File: src/rtl/cpu_pkg.sv
// cpu_pkg: opcodes, instruction field positions, FSM states and ALU
// encodings shared by the multi-cycle core and its ALU.
package cpu_pkg;

  localparam int IW      = 19;
  localparam int OP_MSB  = 18;
  localparam int OP_LSB  = 14;
  localparam int RS1_MSB = 13;
  localparam int RS1_LSB = 11;
  localparam int RS2_MSB = 10;
  localparam int RS2_LSB = 8;
  localparam int RD_MSB  = 7;
  localparam int RD_LSB  = 5;
  localparam int IMM_MSB = 4;
  localparam int OFF_MSB = 7;
  localparam int TGT_MSB = 13;

  localparam logic [4:0] OP_NOP  = 5'b00000;
  localparam logic [4:0] OP_ADD  = 5'b00001;
  localparam logic [4:0] OP_SUB  = 5'b00010;
  localparam logic [4:0] OP_AND  = 5'b00011;
  localparam logic [4:0] OP_OR   = 5'b00100;
  localparam logic [4:0] OP_XOR  = 5'b00101;
  localparam logic [4:0] OP_ADDI = 5'b00110;
  localparam logic [4:0] OP_SLT  = 5'b00111;
  localparam logic [4:0] OP_BEQ  = 5'b01000;
  localparam logic [4:0] OP_JMP  = 5'b01001;
  localparam logic [4:0] OP_HALT = 5'b11111;

  localparam logic [2:0] ALU_ADD = 3'd0;
  localparam logic [2:0] ALU_SUB = 3'd1;
  localparam logic [2:0] ALU_AND = 3'd2;
  localparam logic [2:0] ALU_OR  = 3'd3;
  localparam logic [2:0] ALU_XOR = 3'd4;
  localparam logic [2:0] ALU_SLT = 3'd5;

  typedef enum logic [2:0] {
    S_FETCH,
    S_DECODE,
    S_EXEC,
    S_WB,
    S_HALT
  } state_e;

endpackage

File: src/rtl/cpu_alu.sv
// cpu_alu: combinational DW-wide ALU (add/sub/and/or/xor/signed slt)
// with a zero-result flag.
module cpu_alu
  import cpu_pkg::*;
#(
  parameter int DW = 19
) (
  input  logic [DW-1:0] a,
  input  logic [DW-1:0] b,
  input  logic [2:0]    alu_op,
  output logic [DW-1:0] result,
  output logic          zero
);

  logic lt;

  assign lt = $signed(a) < $signed(b);

  always_comb begin
    result = '0;
    unique case (alu_op)
      ALU_ADD: result = a + b;
      ALU_SUB: result = a - b;
      ALU_AND: result = a & b;
      ALU_OR:  result = a | b;
      ALU_XOR: result = a ^ b;
      ALU_SLT: result = {{(DW-1){1'b0}}, lt};
      default: result = '0;
    endcase
  end

  assign zero = (result == '0);

endmodule

File: src/rtl/cpu_core_mc.sv
// cpu_core_mc: multi-cycle FETCH/DECODE/EXEC/WB core for the 19-bit ISA.
// Define CPU_PERF_COUNTERS_EN to add cycle_cnt/instret_cnt outputs.
module cpu_core_mc
  import cpu_pkg::*;
#(
  parameter int             DW       = 19,
  parameter int             PCW      = 19,
  parameter logic [PCW-1:0] RESET_PC = '0
) (
  input  logic           clk,
  input  logic           reset,
  output logic           imem_req,
  output logic [PCW-1:0] imem_addr,
  input  logic           imem_valid,
  input  logic [IW-1:0]  imem_rdata,
  output logic           retire,
  output logic           halted,
  output logic           illegal,
  output logic           zero_flag,
`ifdef CPU_PERF_COUNTERS_EN
  output logic [31:0]    cycle_cnt,
  output logic [31:0]    instret_cnt,
`endif
  output logic [PCW-1:0] dbg_pc
);

  state_e          state_q, state_d;
  logic [PCW-1:0]  pc_q, pc_d;
  logic [IW-1:0]   ir_q, ir_d;
  logic [DW-1:0]   a_q, a_d, b_q, b_d;
  logic [DW-1:0]   res_q, res_d;
  logic            br_q, br_d;
  logic            req_q, req_d;
  logic            retire_q, retire_d;
  logic            halted_q, halted_d;
  logic            illegal_q, illegal_d;
  logic            zero_q, zero_d;
  logic [DW-1:0]   rf_q [8];
  logic [DW-1:0]   rf_d [8];

  logic [4:0]      op;
  logic [2:0]      rs1, rs2, rd;
  logic [DW-1:0]   imm_x, rd1, rd2;
  logic [PCW-1:0]  off_x, tgt_x, pc_seq, pc_nxt;
  logic [2:0]      alu_op;
  logic [DW-1:0]   alu_b, alu_res;
  logic            alu_zero, is_alu, legal;

  assign op    = ir_q[OP_MSB:OP_LSB];
  assign rs1   = ir_q[RS1_MSB:RS1_LSB];
  assign rs2   = ir_q[RS2_MSB:RS2_LSB];
  assign rd    = ir_q[RD_MSB:RD_LSB];
  assign imm_x = DW'($signed(ir_q[IMM_MSB:0]));
  assign off_x = PCW'($signed(ir_q[OFF_MSB:0]));
  assign tgt_x = PCW'(ir_q[TGT_MSB:0]);

  // R0 is hardwired to zero on the read side
  assign rd1 = (rs1 == 3'd0) ? '0 : rf_q[rs1];
  assign rd2 = (rs2 == 3'd0) ? '0 : rf_q[rs2];

  always_comb begin
    alu_op = ALU_ADD;
    alu_b  = b_q;
    is_alu = 1'b1;
    legal  = 1'b1;
    unique case (op)
      OP_ADD:  alu_op = ALU_ADD;
      OP_SUB:  alu_op = ALU_SUB;
      OP_AND:  alu_op = ALU_AND;
      OP_OR:   alu_op = ALU_OR;
      OP_XOR:  alu_op = ALU_XOR;
      OP_ADDI: alu_b  = imm_x;
      OP_SLT:  alu_op = ALU_SLT;
      OP_NOP, OP_BEQ, OP_JMP, OP_HALT:
        is_alu = 1'b0;
      default: begin
        is_alu = 1'b0;
        legal  = 1'b0;
      end
    endcase
  end

  cpu_alu #(.DW(DW)) u_alu (
    .a      (a_q),
    .b      (alu_b),
    .alu_op (alu_op),
    .result (alu_res),
    .zero   (alu_zero)
  );

  always_comb begin
    pc_seq = pc_q + PCW'(1);
    pc_nxt = pc_seq;
    if (op == OP_JMP)
      pc_nxt = tgt_x;
    else if (op == OP_BEQ && br_q)
      pc_nxt = pc_seq + off_x;
  end

  always_comb begin
    state_d   = state_q;
    pc_d      = pc_q;
    ir_d      = ir_q;
    a_d       = a_q;
    b_d       = b_q;
    res_d     = res_q;
    br_d      = br_q;
    illegal_d = illegal_q;
    zero_d    = zero_q;
    retire_d  = 1'b0;
    rf_d      = rf_q;
    unique case (state_q)
      S_FETCH: begin
        // valid only counts once the request is actually out
        if (req_q && imem_valid) begin
          ir_d    = imem_rdata;
          state_d = S_DECODE;
        end
      end
      S_DECODE: begin
        a_d     = rd1;
        b_d     = rd2;
        state_d = S_EXEC;
      end
      S_EXEC: begin
        res_d    = alu_res;
        br_d     = (a_q == b_q);
        retire_d = 1'b1;
        state_d  = S_WB;
        if (is_alu) zero_d = alu_zero;
        if (!legal) illegal_d = 1'b1;
      end
      S_WB: begin
        if (is_alu && rd != 3'd0) rf_d[rd] = res_q;
        pc_d    = pc_nxt;
        state_d = (op == OP_HALT) ? S_HALT : S_FETCH;
      end
      S_HALT: state_d = S_HALT;
      default: state_d = S_FETCH;
    endcase
    req_d    = (state_d == S_FETCH);
    halted_d = (state_d == S_HALT);
  end

  always_ff @(posedge clk or posedge reset) begin
    if (reset) begin
      state_q   <= S_FETCH;
      pc_q      <= RESET_PC;
      ir_q      <= '0;
      a_q       <= '0;
      b_q       <= '0;
      res_q     <= '0;
      br_q      <= 1'b0;
      req_q     <= 1'b0;
      retire_q  <= 1'b0;
      halted_q  <= 1'b0;
      illegal_q <= 1'b0;
      zero_q    <= 1'b0;
      rf_q      <= '{default: '0};
    end else begin
      state_q   <= state_d;
      pc_q      <= pc_d;
      ir_q      <= ir_d;
      a_q       <= a_d;
      b_q       <= b_d;
      res_q     <= res_d;
      br_q      <= br_d;
      req_q     <= req_d;
      retire_q  <= retire_d;
      halted_q  <= halted_d;
      illegal_q <= illegal_d;
      zero_q    <= zero_d;
      rf_q      <= rf_d;
    end
  end

  assign imem_req  = req_q;
  assign imem_addr = pc_q;
  assign dbg_pc    = pc_q;
  assign retire    = retire_q;
  assign halted    = halted_q;
  assign illegal   = illegal_q;
  assign zero_flag = zero_q;

`ifdef CPU_PERF_COUNTERS_EN
  logic [31:0] cyc_q, cyc_d, ins_q, ins_d;

  always_comb begin
    cyc_d = cyc_q + 32'(state_q != S_HALT);
    ins_d = ins_q + 32'(retire_q);
  end

  always_ff @(posedge clk or posedge reset) begin
    if (reset) begin
      cyc_q <= '0;
      ins_q <= '0;
    end else begin
      cyc_q <= cyc_d;
      ins_q <= ins_d;
    end
  end

  assign cycle_cnt   = cyc_q;
  assign instret_cnt = ins_q;
`endif

endmodule

File: config.mk
export PLATFORM = sky130hd
export DESIGN_NAME = cpu_core_mc
export DESIGN_NICKNAME = d
export VERILOG_FILES = /design/src/rtl/cpu_pkg.sv /design/src/rtl/cpu_alu.sv /design/src/rtl/cpu_core_mc.sv
export SDC_FILE = /design/constraint.sdc
export NUM_CORES = 1
export LEC_CHECK = 0
export BUFFER_PORTS_ARGS = -buffer_cell sky130_fd_sc_hd__clkbuf_2
export CAP_MARGIN = 20
export CORE_MARGIN = 3
export CORE_UTILIZATION = 57
export CTS_BUF_LIST = sky130_fd_sc_hd__clkbuf_16
export CTS_CLUSTER_SIZE = 10
export DETAILED_ROUTE_END_ITERATION = 16
export GPL_ROUTABILITY_DRIVEN = 1
export GPL_TIMING_DRIVEN = 0
export PLACE_DENSITY = 0.83
export SETUP_SLACK_MARGIN = 0.05
export SYNTH_ARGS = -nofsm -noshare
export SYNTH_HDL_FRONTEND = slang
export SYNTH_HIERARCHICAL = 1
export SYNTH_SLANG_ARGS = --single-unit
File: constraint.sdc
create_clock -name clk -period 8.5 [get_ports clk]
set_clock_uncertainty 0.05 [all_clocks]
set_input_delay 1.7 -clock clk [delete_from_list [all_inputs] [get_ports clk]]
set_output_delay 1.7 -clock clk [all_outputs]
set_load 0.01 [all_outputs]
Word-level counts from Yosys, hierarchy flattened
Index checks and enable logic that the tools add are counted.

storage, ports and cells
  register bits = 256
  word-level logic and storage cells = 97

cells by class
  equal/unequal tests = 21
  $add $sub $neg = 4
  multiplexer cells = 22
  bitwise logic cells = 7
  reductions and logical operators = 18
  order comparisons = 5

operators by type and width
  cell                                                                   count
  19-bit 2-to-1 mux                                                      10
  152-bit bitwise mux                                                    1
  19-bit binary-select mux with 3-bit select                             2
  19-bit one-hot mux with 6 select lines                                 1
  19-bit demux with 3-bit select                                         1
  19-bit adder                                                           2
  3-bit one-hot mux with 5 select lines                                  2
  5-bit by 3-bit equality test with 1-bit output, second input constant  4
  19-bit by 1-bit adder with 19-bit output, second input constant        1
  19-bit AND                                                             1
  19-bit equality test                                                   1
  19-bit logical NOT                                                     1
  19-bit less-than comparator                                            1
  19-bit OR                                                              1
  19-bit subtractor                                                      1
  19-bit XOR                                                             1
  3-bit logical NOT                                                      5
  3-bit by 2-bit equality test with 1-bit output, second input constant  4
  3-bit equality test, second input constant                             4
  4-bit greater-or-equal comparator, second input constant               3
  3-bit NOT with 4-bit output                                            3
  11-bit OR reduction                                                    1
  5-bit by 2-bit equality test with 1-bit output, second input constant  2
  5-bit by 4-bit equality test with 1-bit output, second input constant  2
  12 further kinds                                                       22

Depth between registers and ports, before layout
  depth in word-level cells = 6
  mapped depth = 19
  gate-level depth less buffers = 17

Hierarchy
The synthesis kept the hierarchy.

by module, submodules not included
  module       seq. area each (um^2)  times used  cells an instance  area an instance (um^2)
  cpu_core_mc  5,930.7                1           1,167              12,963.7
  cpu_alu      0.0                    1           469                3,178.0

Worst setup path after synthesis
Ideal clock, no wire load.

  path kind = register to register
  start point = register ir_q[17]
  end point = register zero_q (netlist: zero_flag)
  stages on the path, launching flop included = 18
  buffers on the path = 2
  clock period less this slack = 4,385 ps
  setup slack = 4,115 ps
  arrival = 4,211 ps
  cell sequence = dfrtp_1 -> clkbuf_1 -> or4_1 -> clkbuf_1 -> mux2_2 -> ha_1 -> fa_1 -> o21ba_1 -> or4_1 -> a211oi_2 -> a221oi_1 -> o21bai_1 -> mux2_1 -> o22ai_1 -> nor2_1 -> nand4b_1 -> nor4_2 -> mux2_2

between the ends
  word-level cells in the longest chain between the ends = 5
  elaborated cells on any way between the ends = 26
  those cells by class = 2 x add/sub; 1 x order compare; 12 x eq/ne; 4 x mux; 3 x bitwise; 4 x reduce/logical

ends and longest elaborated chain
  element                                                   line                          source
  start, declared                                           cpu_core_mc.sv:29             logic [IW-1:0] ir_q, ir_d;
  start signal, assigned                                    cpu_core_mc.sv:163            ir_q <= ir_d;
  5-bit by 3-bit equality test with 1-bit output (*)        cpu_core_mc.sv:66             unique case (op)
  19-bit 2-to-1 mux (*)                                     cpu_core_mc.sv:66
  net alu_b[0]                                              cpu_core_mc.sv:46             logic [DW-1:0] alu_b, alu_res;
  19-bit subtractor / 19-bit adder (equally long branches)  cpu_alu.sv:23, cpu_alu.sv:22
  19-bit one-hot mux with 6 select lines (*)                cpu_alu.sv:21                 unique case (alu_op)
  net alu_res[14]                                           cpu_core_mc.sv:46
  19-bit logical NOT (*)                                    cpu_alu.sv:32                 assign zero = (result == '0);
  net alu_zero                                              cpu_core_mc.sv:47             logic alu_zero, is_alu, legal;
  end signal, assigned                                      cpu_core_mc.sv:172            zero_q <= zero_d;
  end, declared                                             cpu_core_mc.sv:37             logic zero_q, zero_d;

Mark *: on every way through the listed nets, which the timed path passes. The rest lies on a longest branch.
A chain may end at the register's enable or synchronous reset.

Worst setup path in the final report
Same ends and word-level chain as after synthesis.

==> results.json <==
{
  "status": "finished with violations",
  "failed_checks": "design-rule violations",
  "clkPwrFrac_pct": 17.2,
  "syn_inst": 1636,
  "hold_buffers": 0,
  "grt_first_pass_wirelength_um": 73800,
  "wl_per_cell_um": 21.9,
  "slew_headroom_pct": 36.7,
  "ys_ff_latch": 237,
  "syn_nets": 1738,
  "nNetsFinal": 1833,
  "cts_tree": "built",
  "yosys.cell_types.count": 90,
  "swShare_pct": 46.8,
  "min_period_ns": 5.79,
  "critPathArrivalTime_ns": 6.22,
  "numCtsBuffers": 28,
  "worst_path_max_delay_cell": "or4_1",
  "start_kind": "flop",
  "start_util_pct": 58.9,
  "ys.flop_type": "dfrtp_1",
  "hp-class": "reg -> reg",
  "core_um2": 27400,
  "yosysWarnings": 6,
  "slowest_delay_ns": 0.60,
  "num_antenna_cells": 0,
  "synthArstFlopShare_pct": 100,
  "whs_path_depth": 1,
  "ir_drop_mv": 0.233,
  "first_pass_iters": 14,
  "leakage_uw": 0.00813,
  "syn_to_final_growth_pct": 9.80,
  "rsz0062_at_grt": "false",
  "postCtsSetupBuffers": 0,
  "syn_area_per_cell_um2": 9.87,
  "cap_violations": 0,
  "final_common_cell": "dfrtp_1",
  "clock_latency_ns": 0.58,
  "hold_viol": 0,
  "clockBufferDepth": 3,
  "final_cell_mix": "237 x dfrtp_1, 198 x nand2_1, 185 x mux2_2",
  "cts_resized": 0,
  "worst_slew_pin_slew_ns": 0.949,
  "grt_max_degree": 132,
  "dp_cells": 2073,
  "port_buffers": 64,
  "drt_iter0_markers": 1392,
  "routabilityCongestion": 0.986,
  "power_density_nw_per_um2": 345,
  "die_w_um": 174,
  "synth_edf_count": 0,
  "dp_hpwl_um": 33800,
  "cp_cell_sequence": "clkbuf_1 -> or4_1 -> clkbuf_1 -> mux2_2 -> ha_1 -> fa_1 -> a21o_2 -> a221oi_1 -> nor2_1 -> xnor2_1 -> a21oi_1 -> o21ai_0 -> or4_1 -> nor4_1 -> nand4b_1 -> nor4_2 -> mux2_2",
  "via_per_inst": 6.41,
  "fmax_mhz": 173,
  "reg2regPathDepth": 17,
  "ant_nets": 0,
  "drive_gt1_share_pct": 23.7,
  "synthesis.area_um2": 16100,
  "clk_pin_slew_ns": 0.06,
  "floorplan.rows": 60,
  "p_seq_share_pct": 27.6,
  "drc": 1,
  "finalCritPeriodShare_pct": 68.1,
  "seq_area_frac_synth_pct": 36.7,
  "intPower_uw": 3260,
  "required_ns": 8.93,
  "cts_sinks": 237,
  "wirelength_um": 46100,
  "antenna_found_initial": 0,
  "grt_overflow_total": 0,
  "switchingPower_uw": 2860,
  "drv_slew": 0,
  "dieArea_um2": 30400,
  "path_class": "reg -> reg",
  "setup_viol": 0,
  "vias": 13500,
  "finalNonFillerCells": 2109,
  "grt_pass1_vias": 13400,
  "ioPinCount": 65,
  "cts.root.buffer_cell": "clkbuf_16",
  "die_height_um": 174,
  "grt_use_total_pct": 30.0,
  "end_kind": "flop",
  "p_comb_share_pct": 55.2,
  "rrSetupSlack_ns": 2.71,
  "power_uw": 6120,
  "ctsHtreeMaxLevel": 1,
  "cp_max_fo": 10
}
-- worst paths after layout --
check,from,endpoint
hold / removal,illegal$_DFFE_PP0P_,illegal$_DFFE_PP0P_
min in group asynchronous,reset,rf_q[99]$_DFFE_PP0P_
setup reg to reg,ir_q[17]$_DFFE_PP0P_,zero_flag$_DFFE_PP0P_
hold reg to reg,illegal$_DFFE_PP0P_,illegal$_DFFE_PP0P_
setup / recovery,ir_q[17]$_DFFE_PP0P_,zero_flag$_DFFE_PP0P_
max in group asynchronous,reset,res_q[15]$_DFFE_PP0P_
-- layer usage --
layer	GRT usage [%]	vias up	routed length (µm)
met3	5.37	105	4400
met1	42.1	6638	19000
li1	-	6057	-
met4	8.68	0	1330
met2	48.1	729	21400
met5	0	-	0
-- power groups by stage --
stage / registers (µW) / logic [µW] / clock network (µW)
floorplan: 1590 / 2390 / 0
detailed placement: 1690 / 3270 / 0
CTS: 1670 / 3300 / 1060
global placement: 1670 / 3200 / 0
global route: 1720 / 3650 / 1110
finish: 1690 / 3380 / 1050
-- state kept, by name, indices dropped and copies added (netlist names) --
signal,cells
halted,1
a_q,19
retire,1
b_q,19
imem_req,1
ir_q,19
br_q,1
rf_q,133
zero_flag,1
illegal,1
dbg_pc,19
state_q,3
res_q,19
-- metrics by stage --
| step | TNS, ns | hold WS, ns | util, % | worst slack (ns) | area, µm² |
|---|---|---|---|---|---|
| detailed placement | 0 | 0.428 | 61.9 | 2.94 | 17000 |
| finish | 0 | 0.436 | 64.7 | 2.71 | 17700 |
| floorplan | 0 | 0.431 | - | 0.247 | 16100 |
| global placement | -502.73 | 0.408 | 61.8 | -2.15 | 16900 |
| CTS | 0 | 0.438 | 64.7 | 2.91 | 17700 |
| global route | 0 | 0.450 | 64.7 | 2.52 | 17700 |
-- cell families (layout without fill, tap and decap cells) --
family / Yosys count / count (layout) / synth area share [%]
multiplexers: 246 / 246 / 20.0
AO/OA/AOI/OAI: 384 / 384 / 15.4
flip-flops: 237 / 237 / 36.7
AND/OR/NAND/NOR: 439 / 439 / 12.6
buffers and inverters: 192 / 293 / 5.83
adder cells (fa/ha/maj): 80 / 80 / 6.34
XOR/XNOR: 58 / 58 / 3.15
-- final cells by class --
| type | instances | area [µm²] |
|---|---|---|
| plain buffers | 118 | 663 |
| clock buffers | 28 | 701 |
| clock inverters | 8 | 60.1 |
| fillers | 2126 | 9680 |
| inverters | 74 | 285 |
| multi-input cells | 1207 | 9270 |
| flip-flops and latches | 237 | 5930 |
| well taps | 372 | 465 |
| repair buffers | 65 | 348 |
-- cells in the mapped netlist, drive strengths merged, types with 4 or more instances --
cell,number,area [µm²]
a221o,4,40.0
o31ai,6,45.0
nor2b,12,75.1
nand3,30,160
a21boi,4,30.0
nand2,199,749
clkbuf,69,300
or3,7,53.8
o22ai,5,31.3
xnor2,40,350
nand3b,5,37.5
a31oi,12,75.1
a21oi,103,519
nor3,24,136
o211ai,26,195
nor2,106,410
nand2b,9,56.3
buf,49,363
a21o,26,199
ha,77,963
a2111oi,4,35.0
nor4,9,62.6
a211oi,15,123
mux2i,12,120
xor2,18,158
dfrtp,237,5930
mux4,38,856
or4,7,56.3
a22oi,38,285
o21bai,7,52.6
o221ai,5,43.8
a221oi,7,73.8
mux2,196,2240
nand4,10,68.8
inv,74,278
o21ai,93,465
-- critical path: cells and delay by family, from the launching register on --
kind	cells	cell delay, ns
compound gates	4	1.14
xor+xnor	1	0.17
buf+inv	2	0.48
simple gates	6	2.21
mux	2	0.61
fa+ha+maj	2	0.67
flops	1	0.41
(Power assumes the default switching activity.)
